$ cat src/rtl/matrix_capture.sv
// matrix_capture: receive end of the LED-matrix row/column shift-register link.
// Oversamples the serial lines on clk, rebuilds the row and column chains,
// copies them to row_q/col_q on each latch-enable edge and decodes a single
// lit pixel back to (x, y).
module matrix_capture #(
    parameter int ROWS           = 16,
    parameter int COLS           = 16,
    parameter int ROW_ACTIVE_LOW = 0,
    parameter int COL_ACTIVE_LOW = 0
) (
    input  logic            clk,
    input  logic            reset,
    input  logic            rclk,
    input  logic            rsdi,
    input  logic            cclk,
    input  logic            csdi,
    input  logic            le,
    input  logic            oeb,
    output logic [ROWS-1:0] row_q,
    output logic [COLS-1:0] col_q,
    output logic            latch_pulse,
    output logic [3:0]      x,
    output logic [3:0]      y,
    output logic            pos_valid,
    output logic            len_err
);

    // Bit positions of each pin inside the synchroniser vectors.
    localparam int I_RCLK = 0;
    localparam int I_RSDI = 1;
    localparam int I_CCLK = 2;
    localparam int I_CSDI = 3;
    localparam int I_LE   = 4;
    localparam int I_OEB  = 5;
    localparam int DEC_W  = 16;

    localparam logic       ROW_INV  = 1'(ROW_ACTIVE_LOW);
    localparam logic       COL_INV  = 1'(COL_ACTIVE_LOW);
    localparam logic [4:0] ROWS_CNT = 5'(ROWS);
    localparam logic [4:0] COLS_CNT = 5'(COLS);

    // Saturating increment for the 5-bit shift counters.
    function automatic logic [4:0] sat_inc(input logic [4:0] v);
        return (v == 5'd31) ? v : v + 5'd1;
    endfunction

    // True when exactly one bit of v is set.
    function automatic logic is_onehot(input logic [DEC_W-1:0] v);
        return (v != 16'd0) && ((v & (v - 16'd1)) == 16'd0);
    endfunction

    // Index of the highest set bit (the only one when v is one-hot).
    function automatic logic [3:0] onehot_index(input logic [DEC_W-1:0] v);
        logic [3:0] idx;
        idx = 4'd0;
        for (int i = 0; i < DEC_W; i++) begin
            idx = v[i] ? 4'(i) : idx;
        end
        return idx;
    endfunction

    logic [5:0]      pins_s;
    logic [5:0]      s1_q, s1_d, s2_q, s2_d, s3_q, s3_d;
    logic            rclk_rise_s, cclk_rise_s, le_rise_s;
    logic [ROWS-1:0] rsh_q, rsh_d, row_d, r_norm_s;
    logic [COLS-1:0] csh_q, csh_d, col_d, c_norm_s;
    logic [4:0]      rcnt_q, rcnt_d, rcnt_incl_s;
    logic [4:0]      ccnt_q, ccnt_d, ccnt_incl_s;
    logic            latch_pulse_q, latch_pulse_d;
    logic            len_err_q, len_err_d;
    logic            pos_valid_q, pos_valid_d;
    logic            decode_ok_s;
    logic [3:0]      x_q, x_d, y_q, y_d;
    logic            unused_s;

    assign pins_s = {oeb, le, csdi, cclk, rsdi, rclk};

    // Rising edges are seen one stage after the metastability pair; data is
    // taken from s2 so it has exactly the same delay as its clock.
    assign rclk_rise_s = s2_q[I_RCLK] & ~s3_q[I_RCLK];
    assign cclk_rise_s = s2_q[I_CCLK] & ~s3_q[I_CCLK];
    assign le_rise_s   = s2_q[I_LE]   & ~s3_q[I_LE];

    // The delay stage of the data and OEB lines has no consumer.
    assign unused_s = ^{s3_q[I_RSDI], s3_q[I_CSDI], s3_q[I_OEB]};

    // Three-stage pipeline for every input pin.
    always_comb begin
        s1_d = pins_s;
        s2_d = s1_q;
        s3_d = s2_q;
    end

    // Shift chains and saturating bit counters; an LE edge restarts the count.
    always_comb begin
        if (rclk_rise_s) begin
            rsh_d       = {rsh_q[ROWS-2:0], s2_q[I_RSDI]};
            rcnt_incl_s = sat_inc(rcnt_q);
        end else begin
            rsh_d       = rsh_q;
            rcnt_incl_s = rcnt_q;
        end
        if (cclk_rise_s) begin
            csh_d       = {csh_q[COLS-2:0], s2_q[I_CSDI]};
            ccnt_incl_s = sat_inc(ccnt_q);
        end else begin
            csh_d       = csh_q;
            ccnt_incl_s = ccnt_q;
        end
        if (le_rise_s) begin
            rcnt_d = {4'd0, rclk_rise_s};
            ccnt_d = {4'd0, cclk_rise_s};
        end else begin
            rcnt_d = rcnt_incl_s;
            ccnt_d = ccnt_incl_s;
        end
    end

    // Latch transfer: copy the chains (including a same-cycle shift) and flag length errors.
    always_comb begin
        if (le_rise_s) begin
            row_d         = rsh_d;
            col_d         = csh_d;
            latch_pulse_d = 1'b1;
            len_err_d     = (rcnt_incl_s != ROWS_CNT) || (ccnt_incl_s != COLS_CNT);
        end else begin
            row_d         = row_q;
            col_d         = col_q;
            latch_pulse_d = 1'b0;
            len_err_d     = len_err_q;
        end
    end

    // Pixel decode on the next latched words; pos_valid also tracks OEB every cycle.
    always_comb begin
        r_norm_s    = row_d ^ {ROWS{ROW_INV}};
        c_norm_s    = col_d ^ {COLS{COL_INV}};
        decode_ok_s = is_onehot(16'(r_norm_s)) && is_onehot(16'(c_norm_s));
        if (decode_ok_s) begin
            x_d = onehot_index(16'(c_norm_s));
            y_d = onehot_index(16'(r_norm_s));
        end else begin
            x_d = x_q;
            y_d = y_q;
        end
        pos_valid_d = decode_ok_s && !s2_q[I_OEB];
    end

    // State register with synchronous active-low reset.
    always_ff @(posedge clk) begin
        if (!reset) begin
            s1_q          <= 6'd0;
            s2_q          <= 6'd0;
            s3_q          <= 6'd0;
            rsh_q         <= '0;
            csh_q         <= '0;
            rcnt_q        <= 5'd0;
            ccnt_q        <= 5'd0;
            row_q         <= '0;
            col_q         <= '0;
            latch_pulse_q <= 1'b0;
            len_err_q     <= 1'b0;
            pos_valid_q   <= 1'b0;
            x_q           <= 4'd0;
            y_q           <= 4'd0;
        end else begin
            s1_q          <= s1_d;
            s2_q          <= s2_d;
            s3_q          <= s3_d;
            rsh_q         <= rsh_d;
            csh_q         <= csh_d;
            rcnt_q        <= rcnt_d;
            ccnt_q        <= ccnt_d;
            row_q         <= row_d;
            col_q         <= col_d;
            latch_pulse_q <= latch_pulse_d;
            len_err_q     <= len_err_d;
            pos_valid_q   <= pos_valid_d;
            x_q           <= x_d;
            y_q           <= y_d;
        end
    end

    assign latch_pulse = latch_pulse_q;
    assign len_err     = len_err_q;
    assign pos_valid   = pos_valid_q;
    assign x           = x_q;
    assign y           = y_q;

endmodule

$ cat config.mk
export PLATFORM = sky130hd
export DESIGN_NAME = matrix_capture
export DESIGN_NICKNAME = d
export VERILOG_FILES = /design/src/rtl/matrix_capture.sv
export SDC_FILE = /design/constraint.sdc
export NUM_CORES = 1
export LEC_CHECK = 0
export BUFFER_PORTS_ARGS = -buffer_cell sky130_fd_sc_hd__buf_2
export CORE_ASPECT_RATIO = 1.75
export CORE_MARGIN = 2
export CORE_UTILIZATION = 60
export DETAILED_ROUTE_END_ITERATION = 10
export PLACE_DENSITY = 0.89
export SLEW_MARGIN = 20
export SYNTH_ARGS = -nofsm -noshare
export SYNTH_HDL_FRONTEND = slang
export SYNTH_SLANG_ARGS = --single-unit
$ cat constraint.sdc
create_clock -name clk -period 4.7 [get_ports clk]
set_input_delay 0.47 -clock clk [delete_from_list [all_inputs] [get_ports clk]]
set_output_delay 0.47 -clock clk [all_outputs]
set_load 0.01 [all_outputs]
Word level (Yosys, flattened, before mapping):

Cells that the tools add are included.

* flip-flop bits (word level): 102
* input bits: 8
* output and inout bits: 43
* word-level logic and storage cells: 85

* $add $sub $neg: 4
* eq/ne operators: 4
* mux-type cells: 41
* bitwise logic cells: 9
* reduce and logical (&&, ||, !) cells: 11

Operators with widths (count)
* $mux W16: 4
* $mux W4: 16
* $and A16 B16 Y16: 2
* $logic_not A16 Y1: 2
* $reduce_bool A16 Y1: 2
* $sub A16 B1 Y16 const B: 2
* $mux W3: 8
* $mux W5: 4
* $add A5 B1 Y5 const B: 2
* $eq A5 B5 Y1 const B: 2
* $ne A5 B5 Y1 const B: 2
* $mux W2: 4
* $mux W1: 5
* $logic_and A1 B1 Y1: 4
* $not A1 Y1: 4
* $and A1 B1 Y1: 3
* $reduce_or A2 Y1: 1
* $logic_not A1 Y1: 1
* $logic_or A1 B1 Y1: 1

Depth between registers and ports, before layout:

Gate-level depths: netlist of run 1.

* word-level depth: 19
* depth in mapped cells: 13
* gate-level depth less buffers: 8

Worst setup path before layout of run 1:

No wires, ideal clock.

* kind: register -> register
* start: register s2_q[2]
* end: register x_q[2], in the netlist x[2]
* setup time: 130 ps
* arrival: 2813 ps
* data required time: 4570 ps
* slack: 1757 ps
* stages on the path, launching flop included: 12
* buffers on the path: 3
* clock period less this slack: 2943 ps
* cell sequence: dfxtp_1 -> buf_4 -> nor2b_1 -> clkbuf_1 -> mux2i_1 -> o21ai_0 -> a211oi_1 -> nand4_1 -> or4_1 -> or3b_1 -> buf_6 -> mux2i_1

* cells in the longest elaborated chain, start to end: 15
* elaborated cells between the ends (all ways): 21
* classes of those cells: 1 x add/sub; 14 x mux; 2 x bitwise; 4 x reduce/logical

RTL lines
* from (decl): line 63 `logic [5:0] s1_q, s1_d, s2_q, s2_d, s3_q, s3_d;`
* from (signal assigned): line 153 `s2_q <= 6'd0;`
* from (signal assigned): line 168 `s2_q <= s2_d;`
* $and A1 B1 Y1 (*): line 81 `assign cclk_rise_s = s2_q[I_CCLK] & ~s3_q[I_CCLK];`
* $mux W16 (*): line 103 `if (cclk_rise_s) begin`
* $mux W16 (*): line 121 `if (le_rise_s) begin`
* $mux W3 (4 in series): line 57 `idx = v[i] ? 4'(i) : idx;`
* $mux W4 (8 in series): line 57
* to (signal assigned): line 164 `x_q <= 4'd0;`
* to (signal assigned): line 179 `x_q <= x_d;`
* to (decl): line 73 `logic [3:0] x_q, x_d, y_q, y_d;`

Mark *: on every way between the ends. The rest lies on a longest branch, timed or not.
A chain may end at the register's enable or synchronous reset.

Final worst setup path of run 1:

* start: register s2_q[2]
* end: register x_q[1], in the netlist x[1]

* cells in the longest elaborated chain, start to end: 17
* elaborated cells between the ends (all ways): 23
* classes of those cells: 1 x add/sub; 16 x mux; 2 x bitwise; 4 x reduce/logical

RTL lines (line)
* $and A1 B1 Y1 (*): 81
* $mux W16 (*): 103
* $mux W16 (*): 121
* $mux W2 (2 in series): 57
* $mux W3 (4 in series): 57
* $mux W4 (8 in series): 57

Marked as above.

==> run summary, run 1 <==
Post-DP Area - 5390 µm²
Worst-Margin Slew - 1.01 ns
fin crit period - 3.95 ns
I/O pins - 51
post-synth cell types - 77
#FFs+latches synth - 100
post-synthesis sequential area ratio - 0.389
FILL cells - 631
largest family of logic cells by synthesized area - simple AND/OR/NAND/NOR gates
P_int - 1.39 mW
Post-Synth Simple-Gate Area - 0.280
Synth Area per Inst - 8.71 µm²
P&R area growth vs syn - 10.9%
startpoint type of the worst setup path - register
Post-Synthesis Cell Area - 5150 µm²
vias per std cell - 6.27
Post-Synthesis Cells - 591
CP Max Fanout - 16
WL per Instance - 17.6 µm
# DRC - 0
WP data arrival - 4.22 ns
total CTS buffers - 9
dpl hpwl - 9.40 mm
outcome - finished, final reports clean
Setup crit end kind - register
Die H - 127 µm
number of flops mapped to enable cells by yosys - 0
RePlAce Congestion - 1.01
initial core utilization - 0.619
postcts setup bufs - 0
routed wire length - 13.1 mm
largest net degree at the start of global routing - 72
DR iter-0 viols - 384
Final Net Count - 633
final instance area - 5710 µm²
pre-CTS setup slack - 0.903 ns
Worst Slack Setup Final - 0.751 ns
Root Buffer - clkbuf_16
clk buf depth - 2
Worst-Skew Late Latency - 0.35 ns
critical path type - register to register
syn_nets - 601
post-synthesis mux area share - 0.0510
vias in the first global route - 4,436
Layout Skew - 0.00671 ns
Detail Route Antenna Nets - 0
Clk pwr share - 0.411
Tot Pwr - 1.90 mW
Adder-Cell Fraction of Synth Area - 0.00875
Slew HR - 0.324
Final Max Tran Viols - 0
Lkg Pwr - 2.35 nW
Ys Warns - 0
Comb power frac - 0.122
slowest stage cell on the critical path - or4_2
first-pass GRT wire length - 21.2 mm
sequential power share - 0.467
Max Freq - 253 MHz
unrepaired setup endpoints after global routing - false
ys flop type - dfxtp_1
switching share of power - 0.269
row count - 44
via count - 4,661
Largest stage delay, worst path - 0.75 ns
total track usage - 0.289
Hold WC Path Type - input pin to register
Fin Hold WS - 0.319 ns
Worst IR Drop VDD - 0.243 mV
most frequent CP cell - mux2i_1
Post-CTS Resized - 0
CP Cell Sequence - nand2b_1 > buf_4 > a2111oi_0 > o22ai_1 > or4_2 > mux2i_1 > or4_1 > or3b_1 > mux2i_1
number of buffers inserted by hold repair at cts - 0
Req. time, crit path - 4.97 ns
Final period util - 0.840
Async SR Flop Fraction - 0
IO Port Bufs - 50
CTS H-tree lvls - 3
Sink Count - 100
# Max-Cap Violations - 0
diode count - 0
final hold violations - 0
Core Box Area - 8310 µm²
antenna violations before repair - 0
CTS tree - built
Die ar. - 9370 µm²
GRT Residual Overflow - 0
TNS Setup - 0 ns
Power Density - 334 nW/µm²
Die Wd - 74.0 µm
XOR/XNOR share of the synthesized area - 0.00510
Switch Pwr - 0.512 mW
Clock Pin Slew Worst Setup and Hold Paths - 0.07 ns
drt pass-1 iters - 5
Final Setup Violations - 0
share of cells above drive strength 1 - 0.151
Synth Area in Compound Gates - 0.221
[cells in the mapped netlist (all sizes together), types with 7 or more instances]
cell	count	share of area
a2111oi	8	0.021
a211oi	13	0.021
a21oi	37	0.037
and2	44	0.054
and3	7	0.0085
and3b	15	0.026
buf	18	0.023
clkbuf	17	0.015
dfxtp	100	0.39
inv	8	0.0058
mux2i	24	0.047
nand2	43	0.031
nand2b	9	0.011
nand3b	8	0.012
nor2	28	0.020
nor2b	29	0.036
nor3	27	0.026
nor4	7	0.011
o211ai	7	0.010
o21ai	38	0.037
o31ai	9	0.013
[cell families after synthesis]
family                   Yosys count
AO/OA/AOI/OAI                    165
AND/OR/NAND/NOR                  249
multiplexers                      26
adder cells (fa/ha/maj)            4
buffers and inverters             44
flip-flops                       100
XOR/XNOR                           3
[area by class of cell]
| cell class | instances | area [µm²] | area share |
|---|---|---|---|
| multi-input cells | 447 | 2920 | 0.511 |
| flip-flops and latches | 100 | 2000 | 0.351 |
| repair buffers | 57 | 303 | 0.0530 |
| clock buffers | 9 | 225 | 0.0394 |
| well taps | 115 | 144 | 0.0252 |
| clock inverters | 7 | 90.1 | 0.0158 |
| inverters | 8 | 30.0 | 0.00526 |
[worst max-delay path, delay by kind of cell, from the launching register on]
kind	cells	cell delay, ns
flip-flops	1	0.50
buffers and inverters	1	0.37
multiplexers	2	0.45
AO/OA/AOI/OAI	2	0.82
AND/OR/NAND/NOR	4	1.72
[sequential cells by signal (all words and copies together) (netlist names), 4 cells and up]
name / count
col_q: 16
csh_q: 16
row_q: 16
rsh_q: 16
s1_q: 6
s2_q: 6
ccnt_q: 5
rcnt_q: 5
x: 4
y: 4
[metal layers]
layer / wire length (µm) / GRT usage / vias to the layer above / share of wire
met5: 0 / 0 / - / 0
met1: 4940 / 0.314 / 2191 / 0.38
li1: - / - / 2227 / -
met4: 779 / 0.193 / 0 / 0.059
met3: 538 / 0.0485 / 63 / 0.041
met2: 6840 / 0.496 / 180 / 0.52
[cell usage in the layout (no fill, tap or decap), types with 24 or more instances in the layout]
master,synthesis,routed
nand2_1,43,43
and2_1,43,43
a21oi_1,36,36
nor2_1,28,28
nor3_1,27,27
mux2i_1,24,24
dfxtp_1,100,100
o21ai_0,33,33
buf_2,8,50
nor2b_1,28,28
[power groups by stage]
stage	Sequential, mW	Clock (mW)	Combinational, mW
final	0.890	0.783	0.232
after global routing	0.892	0.830	0.252
after detailed placement	0.909	0	0.225
after floorplan	0.910	0	0.169
after CTS	0.889	0.788	0.228
after global placement	0.908	0	0.220
[path summary, 6_finish.rpt]
| check | startpoint | end | slack, ns | cells past startpoint |
|---|---|---|---|---|
| hold reg to reg | s2_q[5]$_SDFF_PN0_ | pos_valid$_SDFF_PN0_ | 0.41 | 1 |
| setup reg to reg | s2_q[2]$_SDFF_PN0_ | x[1]$_SDFFE_PN0P_ | 0.75 | 9 |
| setup / recovery | s2_q[2]$_SDFF_PN0_ | x[1]$_SDFFE_PN0P_ | 0.75 | 9 |
| hold / removal | rclk | s1_q[0]$_SDFF_PN0_ | 0.32 | 2 |
[through the flow]
stage           util  instances
2_1_floorplan      -        591
4_1_cts        0.687        743
5_1_grt        0.687        743
3_5_place_dp   0.649        727
6_report       0.687        743
3_3_place_gp   0.649        727
No activity file was read; power rests on OpenSTA's default activity.
==> inputs of run 2 (changes only) <==
--- a/config.mk
+++ b/config.mk
@@ -8,9 +8,9 @@
 export BUFFER_PORTS_ARGS = -buffer_cell sky130_fd_sc_hd__buf_2
 export CORE_ASPECT_RATIO = 1.75
 export CORE_MARGIN = 2
-export CORE_UTILIZATION = 60
+export CORE_UTILIZATION = 53
 export DETAILED_ROUTE_END_ITERATION = 10
-export PLACE_DENSITY = 0.89
+export PLACE_DENSITY = 0.84
 export SLEW_MARGIN = 20
 export SYNTH_ARGS = -nofsm -noshare
 export SYNTH_HDL_FRONTEND = slang
==> constraint.sdc (replaced) <==
create_clock -name clk -period 3.34 [get_ports clk]
set_input_delay 0.334 -clock clk [delete_from_list [all_inputs] [get_ports clk]]
set_output_delay 0.334 -clock clk [all_outputs]
set_load 0.01 [all_outputs]
==> run 2 against run 1 <==
Register-to-register slack worse by 0.63 ns. Non-clock buffer count up 34. Maximum frequency up 23%. Largest cell class unchanged.
==> run summary, run 2 (synthesis results as in run 1) <==
Clk pwr share - 0.372 (-0.039)
Root Buffer - clkbuf_16
vias in the first global route - 4,830 (+8.9%)
Final Setup Violations - 0 (unchanged)
final hold violations - 0 (unchanged)
TNS Setup - 0 ns (unchanged)
sequential power share - 0.484 (+0.017)
Power Density - 432 nW/µm² (+30%)
I/O pins - 51 (unchanged)
largest net degree at the start of global routing - 50 (-31%)
total track usage - 0.277 (-0.0118)
Lkg Pwr - 2.50 nW (+6.3%)
Clock Pin Slew Worst Setup and Hold Paths - 0.07 ns (about the same)
Die ar. - 10,500 µm² (+13%)
Slew HR - 0.569 (+0.246)
diode count - 0 (unchanged)
number of buffers inserted by hold repair at cts - 0 (unchanged)
startpoint type of the worst setup path - register
Req. time, crit path - 3.57 ns (-1.40 ns)
vias per std cell - 6.31 (+0.61%)
via count - 4,942 (+6.0%)
CP Max Fanout - 7 (-9)
total CTS buffers - 9 (unchanged)
share of cells above drive strength 1 - 0.197 (+0.0454)
Core Box Area - 9470 µm² (+14%)
IO Port Bufs - 50 (unchanged)
WL per Instance - 18.2 µm (+3.0%)
most frequent cells in the layout - dfxtp_1, buf_2, and2_1, nand2_1, buf_4
dpl hpwl - 10.4 mm (+11%)
Switch Pwr - 0.691 mW (+35%)
row count - 47 (+6.8%)
Worst IR Drop VDD - 0.268 mV (+11%)
# DRC - 0 (unchanged)
Worst-Margin Slew - 0.640 ns (-0.375 ns)
switching share of power - 0.268 (-0.00121)
Layout Skew - 0.0104 ns (+0.00370 ns)
clk buf depth - 2 (unchanged)
commonest non-fill, non-tap cell in the layout - dfxtp_1
fin crit period - 3.22 ns (-0.734 ns)
hold path cells - 2 (unchanged)
Setup crit end kind - register
WP data arrival - 3.44 ns (-0.78 ns)
Detail Route Antenna Nets - 0 (unchanged)
DR iter-0 viols - 578 (+51%)
CTS H-tree lvls - 3 (unchanged)
Hold WC Path Type - input pin to register
GRT Residual Overflow - 0 (unchanged)
outcome - finished, final reports clean
RePlAce Congestion - 0.960 (-5.4%)
Max Freq - 311 MHz (+23%)
Comb power frac - 0.144 (+0.022)
R2R depth - 10 (+1)
Final Max Tran Viols - 0 (unchanged)
CTS tree - built
P&R area growth vs syn - 16.0%
Final period util - 0.963 (+0.122)
Tot Pwr - 2.58 mW (+36%)
first-pass GRT wire length - 23.2 mm (+9.5%)
antenna violations before repair - 0 (unchanged)
drt pass-1 iters - 5 (unchanged)
routed wire length - 14.2 mm (+8.6%)
critical path type - register to register
Final Net Count - 667 (+5.4%)
P_int - 1.89 mW (+36%)
Die Wd - 78.5 µm (+6.1%)
Die H - 134 µm (+6.2%)
Sink Count - 100 (unchanged)
Worst-Skew Late Latency - 0.35 ns (about the same)
initial core utilization - 0.544 (-0.0755)
# Max-Cap Violations - 0 (unchanged)
[run 2: cell count changes in the layout (fill, tap and decap cells not counted), moves of 2 or more]
cell	previous run	this run
buf_4	7	39
clkinvlp_4	0	4
inv_8	3	0
a2111oi_0	3	1
buf_12	0	2
inv_6	3	1
[run 2: cell type report]
type / count / area [µm²]
fill: 783 / 3500
multi-input combinational: 447 / 2940
sequential: 100 / 2000
timing repair buffer: 91 / 583
clock buffer: 10 / 229
tap: 122 / 153
clock inverter: 5 / 38.8
inverter: 8 / 30.0
[run 2: repair_timing]
item | in CTS | in global routing
resized for setup | 2 | 6
setup endpoints to repair | 7 | 8
endpoints found under the hold margin | 0 | 0
pin swaps | 0 | 1
buffers inserted | 0 | 2
[run 2: through the flow]
stage / hold WS, ns / area (µm²) / utilization / instances / worst slack [ns]
after CTS: 0.184 / 5940 / 0.628 / 781 / 0.0176
after global placement: 0.378 / 5670 / 0.599 / 766 / 0.101
after floorplan: 0.372 / 5150 / - / 591 / 0.397
after detailed placement: 0.386 / 5670 / 0.599 / 766 / 0.0372
final: 0.189 / 5970 / 0.631 / 783 / 0.125
after global routing: 0.191 / 5970 / 0.631 / 783 / -0.0130
[run 2: worst paths after layout]
check | end | startpoint | slack (ns)
hold reg to reg | pos_valid$_SDFF_PN0_ | s2_q[5]$_SDFF_PN0_ | 0.40
setup reg to reg | x[0]$_SDFFE_PN0P_ | s2_q[4]$_SDFF_PN0_ | 0.12
hold / removal | s1_q[2]$_SDFF_PN0_ | cclk | 0.19
setup / recovery | x[0]$_SDFFE_PN0P_ | s2_q[4]$_SDFF_PN0_ | 0.12
[run 2: layer usage]
layer  up-vias  GRT usage  routed length [µm]
met2       239      0.503                7440
met1      2333      0.295                5130
met5         -          0                   0
met4         0      0.189                 926
li1       2296          -                   -
met3        74     0.0323                 723
[run 2: worst max-delay path, stage by stage, from the launching register on]
cell       delay, ns
dfxtp_1         0.41
or3b_4          0.43
a2111oi_4       0.33
a21oi_2         0.13
nor4_4          0.26
buf_4           0.18
buf_4           0.12
mux2i_1         0.06
or4_1           0.52
or3b_4          0.49
mux2i_1         0.15
[run 2: power by group through the flow]
stage               logic (mW)  registers, mW  clock network, mW
global route             0.403           1.25               1.01
floorplan                0.238           1.28                  0
global placement         0.342           1.27                  0
finish                   0.373           1.25              0.961
detailed placement       0.351           1.27                  0
CTS                      0.355           1.25              0.969
